==> src/rtl/vram_pkg.sv <==
// Shared types and defaults for the VRAM write-side blitter.
package vram_pkg;

    localparam int FB_W_DEF    = 160;
    localparam int FB_H_DEF    = 120;
    localparam int X_W_DEF     = 8;
    localparam int Y_W_DEF     = 7;
    localparam int VRAM_ADDR_W = 15;

    typedef struct packed {
        logic [3:0] r;
        logic [3:0] g;
        logic [3:0] b;
        logic       a;
    } rgba13_t;

    typedef enum logic [1:0] {IDLE, RUN, DONE} blit_state_t;

    typedef struct packed {
        logic [X_W_DEF-1:0] x;
        logic [Y_W_DEF-1:0] y;
        logic [X_W_DEF-1:0] w;
        logic [Y_W_DEF-1:0] h;
        rgba13_t            color;
    } rect_cmd_t;

    // Constant multiply as shift-and-add; with a constant k this reduces to a few adders.
    function automatic logic [31:0] mul_const(input logic [31:0] a, input logic [31:0] k);
        logic [31:0] r;
        r = '0;
        for (int i = 0; i < 32; i++) begin
            if (k[i]) r = r + (a << i);
        end
        return r;
    endfunction

endpackage

==> src/rtl/vram_blitter_raster_walker.sv <==
// Raster walker: column/row counters, running row base address and clip test.
module raster_walker
    import vram_pkg::*;
#(
    parameter int FB_W   = FB_W_DEF,
    parameter int FB_H   = FB_H_DEF,
    parameter int X_W    = X_W_DEF,
    parameter int Y_W    = Y_W_DEF,
    parameter int ADDR_W = VRAM_ADDR_W
) (
    input  logic              clk,
    input  logic              rst_n,
    input  logic              load,
    input  logic [Y_W-1:0]    load_y,
    input  logic              step,
    input  logic [X_W-1:0]    x,
    input  logic [Y_W-1:0]    y,
    input  logic [X_W-1:0]    w,
    input  logic [Y_W-1:0]    h,
    output logic [ADDR_W-1:0] addr,
    output logic              in_fb,
    output logic              last
);

    logic [X_W-1:0]    cx;
    logic [Y_W-1:0]    cy;
    logic [ADDR_W-1:0] row_base;
    logic [X_W:0]      px;
    logic [Y_W:0]      py;
    logic              row_end;

    // One extra bit so x+cx past 2^X_W stays out of range instead of wrapping.
    assign px      = {1'b0, x} + {1'b0, cx};
    assign py      = {1'b0, y} + {1'b0, cy};
    assign in_fb   = (px < (X_W+1)'(FB_W)) && (py < (Y_W+1)'(FB_H));
    assign addr    = row_base + ADDR_W'(px);
    assign row_end = (cx == w - X_W'(1));
    assign last    = row_end && (cy == h - Y_W'(1));

    always_ff @(posedge clk) begin
        if (!rst_n) begin
            cx       <= '0;
            cy       <= '0;
            row_base <= '0;
        end else if (load) begin
            cx       <= '0;
            cy       <= '0;
            row_base <= ADDR_W'(mul_const(32'(load_y), 32'(FB_W)));
        end else if (step) begin
            if (row_end) begin
                cx       <= '0;
                cy       <= cy + Y_W'(1);
                row_base <= row_base + ADDR_W'(FB_W);
            end else begin
                cx <= cx + X_W'(1);
            end
        end
    end

endmodule

==> src/rtl/vram_blitter.sv <==
// Rectangle-fill blitter: accepts fill commands and streams clipped VRAM writes in raster order.
module vram_blitter
    import vram_pkg::*;
#(
    parameter int FB_W        = FB_W_DEF,
    parameter int FB_H        = FB_H_DEF,
    parameter int X_W         = X_W_DEF,
    parameter int Y_W         = Y_W_DEF,
    parameter int ADDR_W      = VRAM_ADDR_W,
    parameter int GATE_VBLANK = 1
) (
    input  logic              clk,
    input  logic              rst_n,
    input  logic              cmd_valid,
    output logic              cmd_ready,
    input  logic [X_W-1:0]    cmd_x,
    input  logic [Y_W-1:0]    cmd_y,
    input  logic [X_W-1:0]    cmd_w,
    input  logic [Y_W-1:0]    cmd_h,
    input  logic [12:0]       cmd_color,
    input  logic              vblank,
    output logic              wr_en,
    output logic [ADDR_W-1:0] wr_addr,
    output logic [12:0]       wr_data,
    output logic              busy,
    output logic              done
);

    blit_state_t       state, state_nx;
    rect_cmd_t         cmd;
    logic              accept, zero, step, last, last_q, in_fb;
    logic [ADDR_W-1:0] pix_addr;

    assign accept    = (state == IDLE) && cmd_valid;
    assign zero      = (cmd_w == '0) || (cmd_h == '0);
    // last_q marks the cycle the final write is on the bus; no further steps after it.
    assign step      = (state == RUN) && !last_q && ((GATE_VBLANK == 0) || vblank);
    assign cmd_ready = (state == IDLE) && rst_n;
    assign busy      = (state != IDLE);
    assign done      = (state == DONE);

    raster_walker #(
        .FB_W(FB_W), .FB_H(FB_H), .X_W(X_W), .Y_W(Y_W), .ADDR_W(ADDR_W)
    ) u_walker (
        .clk    (clk),
        .rst_n  (rst_n),
        .load   (accept),
        .load_y (cmd_y),
        .step   (step),
        .x      (X_W'(cmd.x)),
        .y      (Y_W'(cmd.y)),
        .w      (X_W'(cmd.w)),
        .h      (Y_W'(cmd.h)),
        .addr   (pix_addr),
        .in_fb  (in_fb),
        .last   (last)
    );

    always_comb begin
        state_nx = state;
        case (state)
            IDLE:    if (accept) state_nx = zero ? DONE : RUN;
            RUN:     if (last_q) state_nx = DONE;
            DONE:    state_nx = IDLE;
            default: state_nx = IDLE;
        endcase
    end

    always_ff @(posedge clk) begin
        if (!rst_n) begin
            state   <= IDLE;
            cmd     <= '0;
            wr_en   <= 1'b0;
            wr_addr <= '0;
            wr_data <= '0;
            last_q  <= 1'b0;
        end else begin
            state  <= state_nx;
            wr_en  <= step && in_fb;
            last_q <= step && last;
            if (accept) begin
                cmd.x     <= X_W_DEF'(cmd_x);
                cmd.y     <= Y_W_DEF'(cmd_y);
                cmd.w     <= X_W_DEF'(cmd_w);
                cmd.h     <= Y_W_DEF'(cmd_h);
                cmd.color <= rgba13_t'(cmd_color);
            end
            // Address/data only move on real writes so they hold through stalls and clips.
            if (step && in_fb) begin
                wr_addr <= pix_addr;
                wr_data <= cmd.color;
            end
        end
    end

endmodule

==> config.mk <==
export PLATFORM = sky130hd
export DESIGN_NAME = vram_blitter
export DESIGN_NICKNAME = d
export VERILOG_FILES = /design/src/rtl/vram_pkg.sv /design/src/rtl/vram_blitter_raster_walker.sv /design/src/rtl/vram_blitter.sv
export SDC_FILE = /design/constraint.sdc
export NUM_CORES = 1
export LEC_CHECK = 0
export BUFFER_PORTS_ARGS = -buffer_cell sky130_fd_sc_hd__buf_4
export CORE_MARGIN = 1
export CORE_UTILIZATION = 58
export DETAILED_ROUTE_END_ITERATION = 8
export HOLD_SLACK_MARGIN = 0.05
export PLACE_DENSITY = 0.81
export REMOVE_ABC_BUFFERS = 1
export SYNTH_ARGS = -nofsm -noshare
export SYNTH_HDL_FRONTEND = slang
export SYNTH_HIERARCHICAL = 1
export SYNTH_SLANG_ARGS = --single-unit
==> constraint.sdc <==
create_clock -name clk -period 4.3 [get_ports clk]
set_clock_uncertainty 0.15 [all_clocks]
set_input_delay 0.43 -clock clk [delete_from_list [all_inputs] [get_ports clk]]
set_output_delay 0.43 -clock clk [all_outputs]
set_load 0.01 [all_outputs]
==> summary.md <==
| Metric | Value |
|---|---|
| Remaining global-route overflow | `0` |
| Dpl cell area | `slightly above 0.006 mm^2` |
| Die Area | `0.00993 mm^2` |
| R2R Path Start | `u_walker/cx[0]$_SDFFE_PP0P_` |
| Switching part of the total | `0.297` |
| Inserted Diodes | `0` |
| Nets | `~810` |
| Int Pwr | `1.33 mW` |
| Final worst setup slack | `~750 ps` |
| Number of synthesized flops with an enable pin | `0` |
| Wire length per cell | `roughly 14 um` |
| Worst hold endpoint | `cmd[12]$_SDFFE_PN0P_` |
| Placed cell count | `roughly 850` |
| Area grow syn2layout | `14.2%` |
| Final Non-Filler Cells | `about 870` |
| PD cells | `~300 mW/mm^2` |
| Post-CTS Hold Buffers | `0` |
| Register-to-Register Path Depth | `15` |
| Top-count cell post-synth | `nand2_1` |
| Smallest hold slack | `about 160 ps` |
| Period utilisation layout | `0.825` |
| Crit Path Max Fanout | `6` |
| Initial DRC count | `133` |
| Num rows | `35` |
| Number of library cell types mapped by synthesis | `66` |
| Worst setup EP type | `flop` |
| Post-Layout Inst Area | `approximately 0.0063 mm^2` |
| Root buffer cell | `clkbuf_8` |
| Storage element area | `approximately 0.0020 mm^2` |
| Register area share after synthesis | `0.362` |
| Type of origin of the critical path | `flop` |
| Initial antenna violation count | `0` |
| Fmax | `282 MHz` |
| Mean Syn Cell Area | `approximately 8.2 um^2` |
| Cells on Worst Hold Path | `3` |
| DIE HEIGHT | `~100 um` |
| Via count | `~4,800` |
| Top FF cell, synth | `dfxtp_1` |
| PortBufs | `78` |
| Flop2flop setup slack | `between 700 and 800 ps` |
| FFs w/ async S/R, synth | `0` |
| Residual DRC count | `0` |
| Max-slew violations | `0` |
| Final Critical Period | `around 3500 ps` |
| Final hold violation count | `0` |
| Seq pwr share | `0.534` |
| Core region area | `roughly 0.009 mm^2` |
| Dominant cell type by area after synthesis | `dfxtp_1` |
| Switching power | `between 0.5 and 0.6 mW` |
| Largest net degree at the start of global routing | `between 60 and 70` |
| Power share of the clock group | `0.293` |
| Die W | `around 100 um` |
| DPL Wire Length | `approximately 8.5 mm` |
| Ports | `79` |
| Mapped Cells | `about 670` |
| Most frequent cells after synthesis | `nand2_1, dfxtp_1, a21boi_0` |
| CTS Buf Count | `9` |
| Multi-input gate area | `roughly 0.0033 mm^2` |
| TritonRoute pass-1 iters | `4` |
| Number of antenna-violating nets in the routed design | `0` |
| Vias per inst | `about 5.5` |
| Worst-Skew Late Latency | `around 370 ps` |
| Synth warn | `6` |
| H-tree levels | `3` |
| Initial core utilization | `0.598` |
| DRT Wirelength | `roughly 12 mm` |
| DP Worst Slack | `approximately 800 ps` |
| Layout cells sized above 1 | `0.148` |
| Data required time of the critical path | `about 4400 ps` |
| Ranking of synthesized cells by area | `dfxtp_1, nand2_1, a21boi_0` |
| #FFs+latches synth | `100` |
| Critical path data arrival time | `3690 ps` |
| Top cell type's share of synthesized area | `0.362` |
| Cell leakage power | `around 2.6 nW` |
| Max Cap Viol | `0` |
| CTS tree | `yes` |
| Max Root-Sink Buffers | `2` |
| Placer Congestion | `slightly below 0.9` |
| Total power | `between 1.5 and 2 mW` |
| Setup TNS | `0 ps` |
| Worst Tran Pin Value | `624 ps` |
| RSZ-0062 raised after global routing | `no` |
| FILL cells | `between 700 and 800` |
| Setup bufs post-CTS | `0` |
| Worst min path class | `input pin to flop` |
| CP Class | `flop to flop` |
| Outcome | `complete, no violations` |
| Gr usage total | `0.250` |
| Global-route wire length before repair | `20.2 mm` |
| Mapped cell area | `~0.0055 mm^2` |
| Num Clock Sinks | `100` |
| Worst R2R End | `wr_addr[11]$_SDFFE_PN0P_` |
| Util after Layout | `0.683` |
| Setup-failing EPs final | `0` |
| Post-cts sizing count | `0` |
| Min-delay src | `cmd_color[12]` |
| Rel. slew slack | `0.583` |
| Vias in the first global route | `4,551` |
| Gate power share | `0.173` |
| VDD IR-drop max | `172 uV` |
| Clock Pin Slew Worst Setup and Hold Paths | `110 ps` |
placed cells by master, fill, tap and decap left out, types with 5 or more instances in the layout:
| master | count |
|---|---|
| nor2b_1 | 5 |
| inv_1 | 24 |
| or3_1 | 7 |
| nand3_1 | 12 |
| dfxtp_1 | 100 |
| xor2_1 | 26 |
| nor3_1 | 15 |
| a31oi_1 | 5 |
| o31ai_1 | 6 |
| o21ai_0 | 14 |
| nor2_1 | 22 |
| nand4_1 | 7 |
| xnor2_1 | 21 |
| a21o_1 | 5 |
| nand2_1 | 168 |
| ha_1 | 30 |
| nand2b_1 | 6 |
| a21oi_1 | 29 |
| clkbuf_8 | 9 |
| a21boi_0 | 51 |
| o21a_1 | 5 |
| buf_4 | 82 |
| a21boi_1 | 21 |
power groups by stage:
stage	sequential, mW	combinational (mW)	clock, mW
after floorplan	1.02	0.205	0
after global routing	1.01	0.366	0.600
after global placement	1.03	0.312	0
final	1.01	0.325	0.553
after CTS	1.01	0.327	0.563
after detailed placement	1.03	0.325	0
sequential cells by signal, indices dropped and copies added, names as in the netlist:
signal / flops
last_q: 1
u_walker/row_base: 10
wr_data: 13
u_walker/cx: 8
cmd: 43
wr_en: 1
wr_addr: 15
u_walker/cy: 7
state: 2
how the worst max path moves through the flow:
stage                                startpoint                  endpoint  slack, ps  cells past startpoint
floorplan           u_walker/cx[0]$_SDFFE_PP0P_  wr_addr[11]$_SDFFE_PN0P_       1120                     15
global placement    u_walker/cx[0]$_SDFFE_PP0P_  wr_addr[13]$_SDFFE_PN0P_        930                     15
detailed placement  u_walker/cx[0]$_SDFFE_PP0P_  wr_addr[11]$_SDFFE_PN0P_        810                     15
CTS                 u_walker/cx[0]$_SDFFE_PP0P_  wr_addr[11]$_SDFFE_PN0P_        770                     15
global route        u_walker/cx[0]$_SDFFE_PP0P_  wr_addr[11]$_SDFFE_PN0P_        510                     15
finish              u_walker/cx[0]$_SDFFE_PP0P_  wr_addr[11]$_SDFFE_PN0P_        750                     15
worst max-delay path, stage by stage, from the launching register on:
cell and delay, ps:
dfxtp_1 450, ha_1 210, inv_1 50, fa_1 400, nand2b_1 180, a211oi_1 210, o31a_1 240, xor2_1 180
ha_1 300, a21o_1 200, a21o_1 190, a21oi_1 270, nor2_1 100, xor2_1 150, nand2_1 70, a21boi_1 130
logic make-up (layout without fill, tap and decap cells):
kind of cell               after synthesis  count (layout)  share of synthesized area
adders and majority gates               32              32                     0.0751
xor gates and xnor gates                47              47                     0.0745
AOI/OAI and AO/OA                      162             162                      0.212
other                                    1               1                   0.000678
muxes                                    4               4                    0.00724
buffers and inverters                   56             122                     0.0464
DFF                                    100             100                      0.362
and+or+nand+nor                        270             270                      0.222
routing by layer:
layer | track usage | part of all wire
met1 | 0.312 | 0.46
met4 | 0.0769 | 0.020
met3 | 0.0422 | 0.030
met5 | 0 | 0
met2 | 0.441 | 0.49
area by class of cell:
| cell class | count | share of cell area |
|---|---|---|
| Sequential cell | 100 | 0.317 |
| Tap cell | 129 | 0.0256 |
| Timing Repair Buffer | 82 | 0.0975 |
| Inverter | 25 | 0.0149 |
| Clock inverter | 6 | 0.00773 |
| Multi-Input combinational cell | 516 | 0.518 |
| Clock buffer | 9 | 0.0196 |
(Power assumes the default switching activity.)
